--- src/rtl/mem_port_arbiter_pkg.sv ---
// -----------------------------------------------------------------------------
// mem_port_arbiter_pkg
//
// Shared definitions for the memory-port arbiter and the cache wrappers that
// talk to it: FSM state encodings, owner encodings, the default error word
// returned on a watchdog abort, and a helper that sizes the watchdog counter.
// -----------------------------------------------------------------------------
package mem_port_arbiter_pkg;

    // FSM state encodings. Kept as plain constants so older wrappers that
    // compare raw state bits keep working.
    localparam logic [1:0] ST_IDLE = 2'd0;
    localparam logic [1:0] ST_BUSY = 2'd1;
    localparam logic [1:0] ST_RESP = 2'd2;

    // Which cache miss path owns the memory port.
    localparam logic OWNER_I = 1'b0;
    localparam logic OWNER_D = 1'b1;

    // RV32I "addi x0, x0, 0". Handed back on a timed-out fetch so the core
    // executes harmlessly instead of decoding garbage.
    localparam logic [31:0] NOP_INSTR = 32'h0000_0013;

    // Width of the watchdog counter. It only has to reach TIMEOUT_CYC-1, and
    // when the watchdog is disabled a single free-running bit is enough.
    function automatic int wd_width(input int timeout_cyc);
        return (timeout_cyc < 2) ? 1 : $clog2(timeout_cyc + 1);
    endfunction

endpackage

--- src/rtl/mem_port_arbiter_rr_pick2.sv ---
// -----------------------------------------------------------------------------
// rr_pick2
//
// Two-way round-robin picker for the memory-port arbiter. Purely
// combinational; the caller decides when the pick is acted on.
//
// Ports:
//   req_i       in   I-side request pending
//   req_d       in   D-side request pending
//   last_owner  in   side that was granted most recently
//   grant       out  at least one side is requesting
//   owner       out  side to grant (only meaningful when grant=1)
// -----------------------------------------------------------------------------
module rr_pick2
    import mem_port_arbiter_pkg::*;
(
    input  logic req_i,
    input  logic req_d,
    input  logic last_owner,
    output logic grant,
    output logic owner
);

    // A lone requester always wins. On a tie the side that did not go last
    // gets the port, which makes back-to-back traffic strictly alternate.
    always_comb begin
        grant = req_i | req_d;
        owner = OWNER_I;
        if (req_i && req_d) begin
            owner = ~last_owner;
        end else if (req_d) begin
            owner = OWNER_D;
        end
    end

endmodule

--- src/rtl/mem_port_arbiter.sv ---
// -----------------------------------------------------------------------------
// mem_port_arbiter
//
// Shares the single ROM/RAM port between the I-cache miss path (read-only)
// and the D-cache miss path (read/write). One transaction in flight at a time,
// round-robin grant, per-transaction watchdog. All outputs are registered.
//
// Transaction flow: IDLE (grant) -> BUSY (mem_valid held until mem_ready or
// watchdog expiry) -> RESP (one-cycle resp_ready to the owner) -> IDLE.
//
// Ports:
//   iCLK, iRST                 clock, synchronous active-high reset
//   i_req_valid / i_req_addr   I-side read request (held until i_resp_ready)
//   i_resp_data / i_resp_ready I-side read data and one-cycle completion
//   d_req_valid / d_req_rw /
//   d_req_addr / d_req_wdata   D-side request (held until d_resp_ready)
//   d_resp_data / d_resp_ready D-side read data and one-cycle completion
//   mem_valid / mem_rw /
//   mem_addr / mem_wdata       request toward memory
//   mem_rdata / mem_ready      response from memory
//   timeout_err                one-cycle pulse, aligned with RESP, on abort
// -----------------------------------------------------------------------------
module mem_port_arbiter
    import mem_port_arbiter_pkg::*;
#(
    parameter int                ADDR_W      = 32,
    parameter int                DATA_W      = 32,
    parameter int                TIMEOUT_CYC = 64,
    parameter logic [DATA_W-1:0] ERR_WORD    = DATA_W'(NOP_INSTR)
) (
    input  logic              iCLK,
    input  logic              iRST,

    input  logic              i_req_valid,
    input  logic [ADDR_W-1:0] i_req_addr,
    output logic [DATA_W-1:0] i_resp_data,
    output logic              i_resp_ready,

    input  logic              d_req_valid,
    input  logic              d_req_rw,
    input  logic [ADDR_W-1:0] d_req_addr,
    input  logic [DATA_W-1:0] d_req_wdata,
    output logic [DATA_W-1:0] d_resp_data,
    output logic              d_resp_ready,

    output logic              mem_valid,
    output logic              mem_rw,
    output logic [ADDR_W-1:0] mem_addr,
    output logic [DATA_W-1:0] mem_wdata,
    input  logic [DATA_W-1:0] mem_rdata,
    input  logic              mem_ready,

    output logic              timeout_err
);

    localparam int              WD_W    = wd_width(TIMEOUT_CYC);
    localparam logic [WD_W-1:0] WD_LAST = WD_W'((TIMEOUT_CYC == 0) ? 0 : TIMEOUT_CYC - 1);

    logic [1:0]      state;
    logic            owner;
    logic            last_owner;
    logic [WD_W-1:0] wd_count;

    logic            pick_grant;
    logic            pick_owner;
    logic            take_grant;
    logic            wd_expired;
    logic            done_ok;
    logic            done_timeout;
    logic            finish;
    logic [DATA_W-1:0] finish_data;

    rr_pick2 u_pick (
        .req_i      (i_req_valid),
        .req_d      (d_req_valid),
        .last_owner (last_owner),
        .grant      (pick_grant),
        .owner      (pick_owner)
    );

    // Decode the events the registers below react to. Requests are only
    // looked at in IDLE, which is what keeps a request that is still held
    // high during RESP from being granted a second time. mem_ready is only
    // looked at in BUSY, so stray pulses elsewhere do nothing. A real
    // mem_ready on the very cycle the watchdog expires wins over the abort.
    always_comb begin
        take_grant   = (state == ST_IDLE) && pick_grant;
        wd_expired   = (TIMEOUT_CYC != 0) && (wd_count == WD_LAST);
        done_ok      = (state == ST_BUSY) && mem_ready;
        done_timeout = (state == ST_BUSY) && !mem_ready && wd_expired;
        finish       = done_ok || done_timeout;
        finish_data  = done_ok ? mem_rdata : ERR_WORD;
    end

    // Main sequencer. RESP always lasts exactly one cycle so the owner sees a
    // single resp_ready pulse and has that cycle to drop its valid.
    always_ff @(posedge iCLK) begin
        if (iRST) begin
            state <= ST_IDLE;
        end else begin
            case (state)
                ST_IDLE: if (take_grant) state <= ST_BUSY;
                ST_BUSY: if (finish)     state <= ST_RESP;
                ST_RESP:                 state <= ST_IDLE;
                default:                 state <= ST_IDLE;
            endcase
        end
    end

    // Ownership tracking. last_owner resets to the I-side so that a tie
    // straight out of reset goes to the D-side first.
    always_ff @(posedge iCLK) begin
        if (iRST) begin
            owner      <= OWNER_I;
            last_owner <= OWNER_I;
        end else if (take_grant) begin
            owner      <= pick_owner;
            last_owner <= pick_owner;
        end
    end

    // Watchdog: counts BUSY cycles that ended without mem_ready. It is cleared
    // on every grant, so each transaction gets the full TIMEOUT_CYC budget.
    always_ff @(posedge iCLK) begin
        if (iRST) begin
            wd_count <= '0;
        end else if (take_grant) begin
            wd_count <= '0;
        end else if (state == ST_BUSY) begin
            wd_count <= wd_count + 1'b1;
        end
    end

    // Memory-side request registers. They double as the latched copy of the
    // granted request, so they stay stable for the whole BUSY phase even if
    // the requester changes its inputs. The I-side can only read, so its
    // write enable and write data are forced to zero.
    always_ff @(posedge iCLK) begin
        if (iRST) begin
            mem_valid <= 1'b0;
            mem_rw    <= 1'b0;
            mem_addr  <= '0;
            mem_wdata <= '0;
        end else if (take_grant) begin
            mem_valid <= 1'b1;
            if (pick_owner == OWNER_D) begin
                mem_rw    <= d_req_rw;
                mem_addr  <= d_req_addr;
                mem_wdata <= d_req_wdata;
            end else begin
                mem_rw    <= 1'b0;
                mem_addr  <= i_req_addr;
                mem_wdata <= '0;
            end
        end else if (finish) begin
            mem_valid <= 1'b0;
        end
    end

    // I-side response. Data only changes when the I-side owns the finishing
    // transaction, so it holds its last value while the D-side is served.
    always_ff @(posedge iCLK) begin
        if (iRST) begin
            i_resp_ready <= 1'b0;
            i_resp_data  <= '0;
        end else begin
            i_resp_ready <= finish && (owner == OWNER_I);
            if (finish && (owner == OWNER_I)) begin
                i_resp_data <= finish_data;
            end
        end
    end

    // D-side response, mirror of the I-side one. Since only one owner exists
    // per transaction the two ready pulses can never overlap.
    always_ff @(posedge iCLK) begin
        if (iRST) begin
            d_resp_ready <= 1'b0;
            d_resp_data  <= '0;
        end else begin
            d_resp_ready <= finish && (owner == OWNER_D);
            if (finish && (owner == OWNER_D)) begin
                d_resp_data <= finish_data;
            end
        end
    end

    // Abort flag, registered alongside the response so it lines up with the
    // RESP cycle that carries ERR_WORD.
    always_ff @(posedge iCLK) begin
        if (iRST) begin
            timeout_err <= 1'b0;
        end else begin
            timeout_err <= done_timeout;
        end
    end

endmodule
--- config.mk ---
export PLATFORM = sky130hd
export DESIGN_NAME = mem_port_arbiter
export DESIGN_NICKNAME = d
export VERILOG_FILES = /design/src/rtl/mem_port_arbiter_pkg.sv /design/src/rtl/mem_port_arbiter_rr_pick2.sv /design/src/rtl/mem_port_arbiter.sv
export SDC_FILE = /design/constraint.sdc
export NUM_CORES = 1
export LEC_CHECK = 0
export ABC_AREA = 1
export CAP_MARGIN = 20
export CELL_PAD_IN_SITES_DETAIL_PLACEMENT = 0
export CELL_PAD_IN_SITES_GLOBAL_PLACEMENT = 2
export CORE_UTILIZATION = 23
export DETAILED_ROUTE_END_ITERATION = 16
export GPL_TIMING_DRIVEN = 1
export PLACE_DENSITY = 0.84
export SYNTH_ARGS = -nofsm -noshare
export SYNTH_HDL_FRONTEND = slang
export SYNTH_SLANG_ARGS = --single-unit
--- constraint.sdc ---
create_clock -name iCLK -period 4.2 [get_ports iCLK]
set_input_delay 0.42 -clock iCLK [delete_from_list [all_inputs] [get_ports iCLK]]
set_output_delay 0.42 -clock iCLK [all_outputs]
set_load 0.01 [all_outputs]
Word level (Yosys, flattened, before mapping)
Cells that the tools add are included.
{ "word_totals": {"latch_bits": 0, "reg_bits": 143, "inputBits": 134, "out_inout_bits": 133, "wordCells": 43, "ramBits": 0, "rom_bits": 0, "mem_count": 0} }
{ "op_classes": {"n_addsub": 1, "n_eq_ne": 4, "order_cmp": 0, "n_shift": 0, "mux": 11, "n_div": 0, "n_reduce_logical": 13, "bitwise": 2, "mul": 0} }
{ "ops": {"columns": ["operator", "count"], "rows": [
  ["32-bit two-way mux", 3],
  ["7-bit by 1-bit adder with 7-bit output (second input constant)", 1],
  ["7-bit by 6-bit equality test with 1-bit output (second input constant)", 1],
  ["1-bit logical AND", 7],
  ["1-bit two-way mux", 5],
  ["2-bit two-way mux", 2],
  ["2-bit != test (second input constant)", 2],
  ["2-bit case mux with 2 select lines", 1],
  ["2-bit by 1-bit equality test with 1-bit output (second input constant)", 1],
  ["2-bit zero test", 1],
  ["2-bit AND reduction", 1],
  ["2-bit nonzero test", 1],
  ["2-bit OR reduction", 1],
  ["1-bit zero test", 1],
  ["1-bit logical OR", 1],
  ["1-bit NOT", 1],
  ["1-bit bitwise OR", 1]
]} }

Logic depth before layout (Yosys ltp)
{ "depth": {"depth_word": 6, "depth_mapped": 9, "ltp_nobuf": 8} }

By module
Synthesis repeated with hierarchy kept, for this count alone.
{ "hier_totals": {"hier_cells": 735, "hier_area_um2": 5491.5} }
{ "by_module_without_submodules": {"columns": ["module", "area_per_inst_um2", "seq_area_each_um2", "cells_per_inst", "instances"], "rows": [
  ["mem_port_arbiter", 5476.5, 2862.7, 732, 1],
  ["rr_pick2", 15.0, 0.0, 3, 1]
]} }

Least setup slack after synthesis
Ideal clock, no wire load.
{ "synth_timing": {"kind": "flip-flop to flip-flop", "startpoint": "register wd_count[0]", "endpoint": "register i_resp_data[24]", "slack_ns": 2.831, "synth_period_minus_slack_ns": 1.369, "stages_incl_launch_ff": 10, "t_arrival_ns": 1.229, "required_ns": 4.060, "path_buffers": 1, "setup_ns": 0.140, "path_cell_list": "dfxtp_1 -> ha_1 -> inv_1 -> nor2_1 -> nand3_4 -> nand2_4 -> nand2_4 -> buf_8 -> nand2_2 -> a21oi_1"} }
{ "synth_between": {"elab_chain_cells": 4} }
{ "synth_rtl": {"columns": ["item", "line_no", "source"], "rows": [
  ["from (decl)", "mem_port_arbiter.sv:62", "logic [WD_W-1:0] wd_count;"],
  ["from (signal assigned)", "mem_port_arbiter.sv:130", "wd_count <= wd_count + 1'b1;"],
  ["7-bit by 6-bit equality test with 1-bit output", "mem_port_arbiter.sv:88", "wd_expired = (TIMEOUT_CYC != 0) && (wd_count == WD_LAST);"],
  ["1-bit logical AND", "mem_port_arbiter.sv:90", "done_timeout = (state == ST_BUSY) && !mem_ready && wd_expired;"],
  ["1-bit logical OR", "mem_port_arbiter.sv:91", "finish = done_ok || done_timeout;"],
  ["1-bit logical AND", "mem_port_arbiter.sv:168", "if (finish && (owner == OWNER_I)) begin"],
  ["to (signal assigned)", "mem_port_arbiter.sv:169", "i_resp_data <= finish_data;"],
  ["to (decl)", "mem_port_arbiter.sv:36", "output logic [DATA_W-1:0] i_resp_data,"]
]} }
No other way between the ends.
A chain may end at the register's enable or synchronous reset.

==> reports/results.ini <==
[run_status]
status=finished clean

[place]
gp_congestion=0.7485
dp_hpwl_mm=12.36
placed_cell_area_mm2=0.008431
port_buffers=266
pre_cts_ws_ns=1.665

[timing]
fmax_mhz=481.9
clock-skew-final_ns=0.007763
tns_ns=0
fin_crit_ns=2.075
fin_crit_sh=0.4941
worst_slew_pin_slew_ns=0.7921
final-setup-viol-count=0
grt_setup_unrepaired=false
slew_headroom=0.4700
hold_viol=0
slew_viol_final=0
fin_ws_ns=2.125
hold_ws_ns=0.4053

[logic_synthesis]
yosysSeqAreaShare=0.5096
synth_cell_type_count=28
ys_ff_latch=143
yosys.area.top_type=dfxtp_1
synthCells=733
synthesis.area_mm2=0.005618
avgSynthCellArea_um2=7.664
yosysWarnings=0
netlist_top_cells_area=dfxtp_1, nand2_1, nor2_1
syn_nets=868
synth_top_area_frac=0.5096

[cts]
cts.sinks=143
cts_tree=done
cts_inserted_buffers=17
root_buffer=clkbuf_16
hold_buffers=0
cts_setup_buffers=0
cts.reportedPaths.clkPinSlew_ns=0.06
htreeDepth=4
clk_latency_ns=0.41
post_cts_resized=0
clockBufferDepth=2

[floorplanning]
die_x_um=158.3
die_h_um=158.3
row_count=56
dieArea_mm2=0.02505
core_mm2=0.02368
initial_core_util=0.2372
io-pin-count=267

[finish]
layout_common_cells=clkdlybuf4s50_1, nand2_1, dfxtp_1
fillers=2522
finalInstanceArea_mm2=0.009029
n_antenna_cell=0
layout.nets=1115
layout_commonest_cell=clkdlybuf4s50_1
synthToLayoutAreaGrowth_pct=60.71
layout-drive-gt1-share=0.06855

[power]
p_leak_nw=3.473
ir_drop_v=0.0001984
finalPower_w=0.003765
powerDensity_mw_per_mm2=417.0

[critical_path]
path_max_fanout=37
worstPathRequired_ns=4.53
crit_type=reg2reg
crit_arrival_ns=2.41
cp-end-kind=flop
start_kind=flop

[global_route]
grt_max_degree=63
antenna_found_initial=0
grt_overflow=0
track_usage=0.1485
grt_pass1_wl_mm=28.61
grt_pass1_vias=5294

[run]
maxCapViolations=0

[routing]
wl_mm=18.57
first_pass_iters=4
drt_iter0_markers=204
antenna_left=0
drt_drc_violations_left=0
wire_per_inst_um=14.16
routed_via_density=4.126
vias=5409

[min_path]
hold_class=in2reg

## kinds of logic (layout without fill, tap and decap cells)
group	Yosys count	in the layout	share of synthesized area
XOR/XNOR	2	2	0.003119
flip-flops	143	143	0.5096
adder cells (fa/ha/maj)	1	1	0.002227
buffers and inverters	117	376	0.09955
AND/OR/NAND/NOR	326	326	0.2390
AO/OA/AOI/OAI	144	144	0.1465
## through the flow
stage,utilization,cells
after CTS,0.3812,1311
final,0.3812,1311
after detailed placement,0.3560,1280
after floorplan,-,733
after global placement,0.3560,1280
after global routing,0.3812,1311
## synthesized netlist by cell type (all sizes together)
cell type	count
o31ai	32
clkbuf	17
nand3	4
or2	3
nor3	2
dfxtp	143
nor2	113
xor2	1
ha	1
o21ai	43
inv	74
nand2	204
xnor2	1
a21oi	69
buf	26
## power by group
| part | internal, W | switching, W |
|---|---|---|
| Sequential | 0.00146 | 0.0000560 |
| Clock | 0.000962 | 0.000594 |
| Combinational | 0.000349 | 0.000343 |
## final cells by class
class	count	area (µm²)	share of cell area
Sequential cell	143	2863	0.3171
Timing Repair Buffer	271	2695	0.2985
Multi-Input combinational cell	473	2196	0.2432
Clock buffer	21	460.4	0.05100
Tap cell	319	399.1	0.04421
Inverter	74	277.8	0.03076
Clock inverter	10	137.6	0.01524
## flip-flops by register name, summed over array words and instances (netlist names)
signal / count
d_resp_data: 32
d_resp_ready: 1
i_resp_data: 32
i_resp_ready: 1
last_owner: 1
mem_addr: 32
mem_rw: 1
mem_valid: 1
mem_wdata: 32
state: 2
timeout_err: 1
wd_count: 7
## per-layer routing
metal	global-route usage	vias up	wire length, µm
li1	-	2795	-
met1	0.1791	2438	8156
met2	0.2467	158	8732
met3	0.04736	18	1379
met4	0.05311	0	301
met5	0	-	0
## final timing paths
kind	endpoint	slack, ns	from	cells past startpoint
min reg2reg	mem_addr[0]	0.45	mem_addr[0]	2
max	i_resp_data[17]	2.12	last_owner	5
min	d_resp_data[0]	0.41	iRST	4
max reg2reg	i_resp_data[17]	2.12	last_owner	5
## critical path, stage by stage, from the launching register on
cell     delay (ns)
dfxtp_1        0.36
buf_4          0.43
inv_2          0.44
nand2_4        0.50
nand2_1        0.11
a21oi_1        0.13
Note: power is estimated with default switching activity, not from simulation.
==> RTL change: new RTL, config.mk and constraints unchanged <==
Reset style: asynchronous (`iRST`), changed in 7 clocked blocks. Comments in the files are not updated.
--- a/src/rtl/mem_port_arbiter.sv
+++ b/src/rtl/mem_port_arbiter.sv
@@ -94,7 +94,7 @@
 
     // Main sequencer. RESP always lasts exactly one cycle so the owner sees a
     // single resp_ready pulse and has that cycle to drop its valid.
-    always_ff @(posedge iCLK) begin
+    always_ff @(posedge iCLK or posedge iRST) begin
         if (iRST) begin
             state <= ST_IDLE;
         end else begin
@@ -109,7 +109,7 @@
 
     // Ownership tracking. last_owner resets to the I-side so that a tie
     // straight out of reset goes to the D-side first.
-    always_ff @(posedge iCLK) begin
+    always_ff @(posedge iCLK or posedge iRST) begin
         if (iRST) begin
             owner      <= OWNER_I;
             last_owner <= OWNER_I;
@@ -121,7 +121,7 @@
 
     // Watchdog: counts BUSY cycles that ended without mem_ready. It is cleared
     // on every grant, so each transaction gets the full TIMEOUT_CYC budget.
-    always_ff @(posedge iCLK) begin
+    always_ff @(posedge iCLK or posedge iRST) begin
         if (iRST) begin
             wd_count <= '0;
         end else if (take_grant) begin
@@ -135,7 +135,7 @@
     // granted request, so they stay stable for the whole BUSY phase even if
     // the requester changes its inputs. The I-side can only read, so its
     // write enable and write data are forced to zero.
-    always_ff @(posedge iCLK) begin
+    always_ff @(posedge iCLK or posedge iRST) begin
         if (iRST) begin
             mem_valid <= 1'b0;
             mem_rw    <= 1'b0;
@@ -159,7 +159,7 @@
 
     // I-side response. Data only changes when the I-side owns the finishing
     // transaction, so it holds its last value while the D-side is served.
-    always_ff @(posedge iCLK) begin
+    always_ff @(posedge iCLK or posedge iRST) begin
         if (iRST) begin
             i_resp_ready <= 1'b0;
             i_resp_data  <= '0;
@@ -173,7 +173,7 @@
 
     // D-side response, mirror of the I-side one. Since only one owner exists
     // per transaction the two ready pulses can never overlap.
-    always_ff @(posedge iCLK) begin
+    always_ff @(posedge iCLK or posedge iRST) begin
         if (iRST) begin
             d_resp_ready <= 1'b0;
             d_resp_data  <= '0;
@@ -187,7 +187,7 @@
 
     // Abort flag, registered alongside the response so it lines up with the
     // RESP cycle that carries ERR_WORD.
-    always_ff @(posedge iCLK) begin
+    always_ff @(posedge iCLK or posedge iRST) begin
         if (iRST) begin
             timeout_err <= 1'b0;
         end else begin
Check against the original RTL: differs if iRST is asserted again (counterexample within 4 cycles, from zero or initial values and one cycle with iRST high); with iRST held inactive, the same outputs for 4 cycles.
==> RTL change against the original RTL <==
- wire length rose by 5.4%
- worst setup slack got worse by 62 ps
- critical path type unchanged
- area after synthesis grew 8.1%
- sequential cell count stayed put
- count of clock-buffer cells in the layout is 2 lower
- final area is 6.9% higher
Power is not compared: it rests on default switching activity, and its combinational part moved more than twofold at a synthesized area within 25%.
==> RTL change: results (changes against the original RTL) <==
GRT:
- The number of global-route vias before repair came to 5,543 (was 5,294).
- The pin count of the biggest net entering global routing was 144 (was 63).
- The global-route wire length before repair is 30.8 mm (was 28.6 mm).
- The global routing usage summed across all routing layers is 14.8% (was 14.9%).
- The number of antenna violations at the first check in global routing is 0 (unchanged).

Clock tree:
- The number of buffers on the longest clock path is 2 (unchanged).
- The clock-pin transition on the worst setup and hold timing paths is 70 ps.
- The post-CTS resize count is 0 (unchanged).
- The post-CTS setup buffer count is 0 (unchanged).

Worst setup path:
- The arrival time of the worst setup path is 2440 ps (was 2410 ps).
- The biggest fanout along the worst timing path is 34 (was 37).

Logic synthesis:
- Cell types occupying the most area after synthesis: dfrtp_1 59%, nand2_1 19%, nor2_1 4.1%, nand3_1 3.8%, o21ai_0 3.3% (was dfxtp_1 51%, nand2_1 13%, nor2_1 7.4%, a21oi_1 5.6%, inv_1 4.5%).
- The share of synthesized registers carrying an async set or reset came to 100% (was 0%).
- The synthesized net count is 863 (was 868).
- The prevailing post-synth register cell is dfrtp_1 (was dfxtp_1).
- The sequential area share after synthesis is 58.9% (was 51.0%).
- The number of unique standard cell types used by synthesis is 24 (was 28).
- Most common library cells after synthesis: 304 x nand2_1, 143 x dfrtp_1, 66 x nor2_1 (was 188 x nand2_1, 143 x dfxtp_1, 111 x nor2_1).
- The per-instance average area after synthesis came to 8.34 um^2 (was 7.66 um^2).

Outcome:
- Outcome: finished, final reports clean (unchanged).

Timing:
- The worst clock skew came to 12.3 ps (was 7.76 ps).
- The actual slew at the worst max-slew pin is 927 ps (was 792 ps).

Power:
- In this run switching power makes up 36.2% of total power.
- The power of the combinational group is 3.01 mW.

Detailed routing:
- The total via count after detailed routing is 5,558 (was 5,409).
- The number of violations reported at the end of detailed-routing iteration 0 was 310 (was 204).
- The length of the first detailed-routing pass in iterations was 6 (was 4).
- The sum of routed wire length over all layers was 19.6 mm (was 18.6 mm).

Place:
- The placer's final routability congestion estimate is 0.720 (was 0.749).
- The placed cell count is 1,297 (was 1,280).
- The post-placement setup slack was 1640 ps (was 1660 ps).
- The standard cell area after detailed placement is 9020 um^2 (was 8430 um^2).
- The post-DP HPWL is 12.7 mm (was 12.4 mm).

Layout:
- The count of non-filler cells in the finished layout is 1,329 (was 1,311).
- The final-stage net count is 1,116 (was 1,115).
- The fraction of layout cells with a size suffix above 1 is 5.43% (was 6.85%).

Min path:
- The worst hold-check path type is reg2reg (was in2reg).
==> RTL change: cell types whose count changed in the layout (fill, tap and decap cells not counted), moves of 44 or more <==
| cell | change |
|---|---|
| dfrtp_1 | +143 |
| dfxtp_1 | -143 |
| nand2_1 | +116 |
| a21oi_1 | -62 |
| nor2_1 | -45 |
| nand3_1 | +44 |
==> RTL change: path summary, 6_finish.rpt <==
path	from	end	slack [ps]	depth (start not counted)
max	state[1]	i_resp_data[22]	2060	6
min in group asynchronous	iRST	d_resp_data[3]	510	3
min	d_resp_data[11]	d_resp_data[11]	470	2
min reg2reg	d_resp_data[11]	d_resp_data[11]	470	2
max reg2reg	state[1]	i_resp_data[22]	2060	6
max in group asynchronous	iRST	wd_count[0]	2910	3
==> RTL change: metal layers <==
layer / vias up / GRT usage, % / share of wire [%]
li1: 2764 / - / -
met1: 2544 / 18.9 / 45
met2: 235 / 23.2 / 44
met3: 15 / 5.27 / 9.8
met4: 0 / 4.59 / 1.2
met5: - / 0 / 0
==> RTL change: critical path, stage by stage (launching register included) <==
cell,delay [ps]
dfrtp_1,440
nor2_4,240
nand2_2,510
nand2_8,320
nand2_4,270
nand2_1,150
nand2_1,60
==> RTL change: area by class of cell <==
type	count	area (um^2)
Timing Repair Buffer	273	2730
Multi-Input combinational cell	502	2120
Inverter	44	169
Clock inverter	13	201
Sequential cell	143	3580
Clock buffer	19	433
Tap cell	335	419
Fill cell	2714	16300
==> RTL change: kinds of logic after synthesis <==
group | after synthesis | share of synthesized area (%)
flip-flops | 143 | 58.9
adder cells (fa/ha/maj) | 1 | 0.206
AND/OR/NAND/NOR | 429 | 28.7
AO/OA/AOI/OAI | 72 | 6.00
buffers and inverters | 83 | 6.18
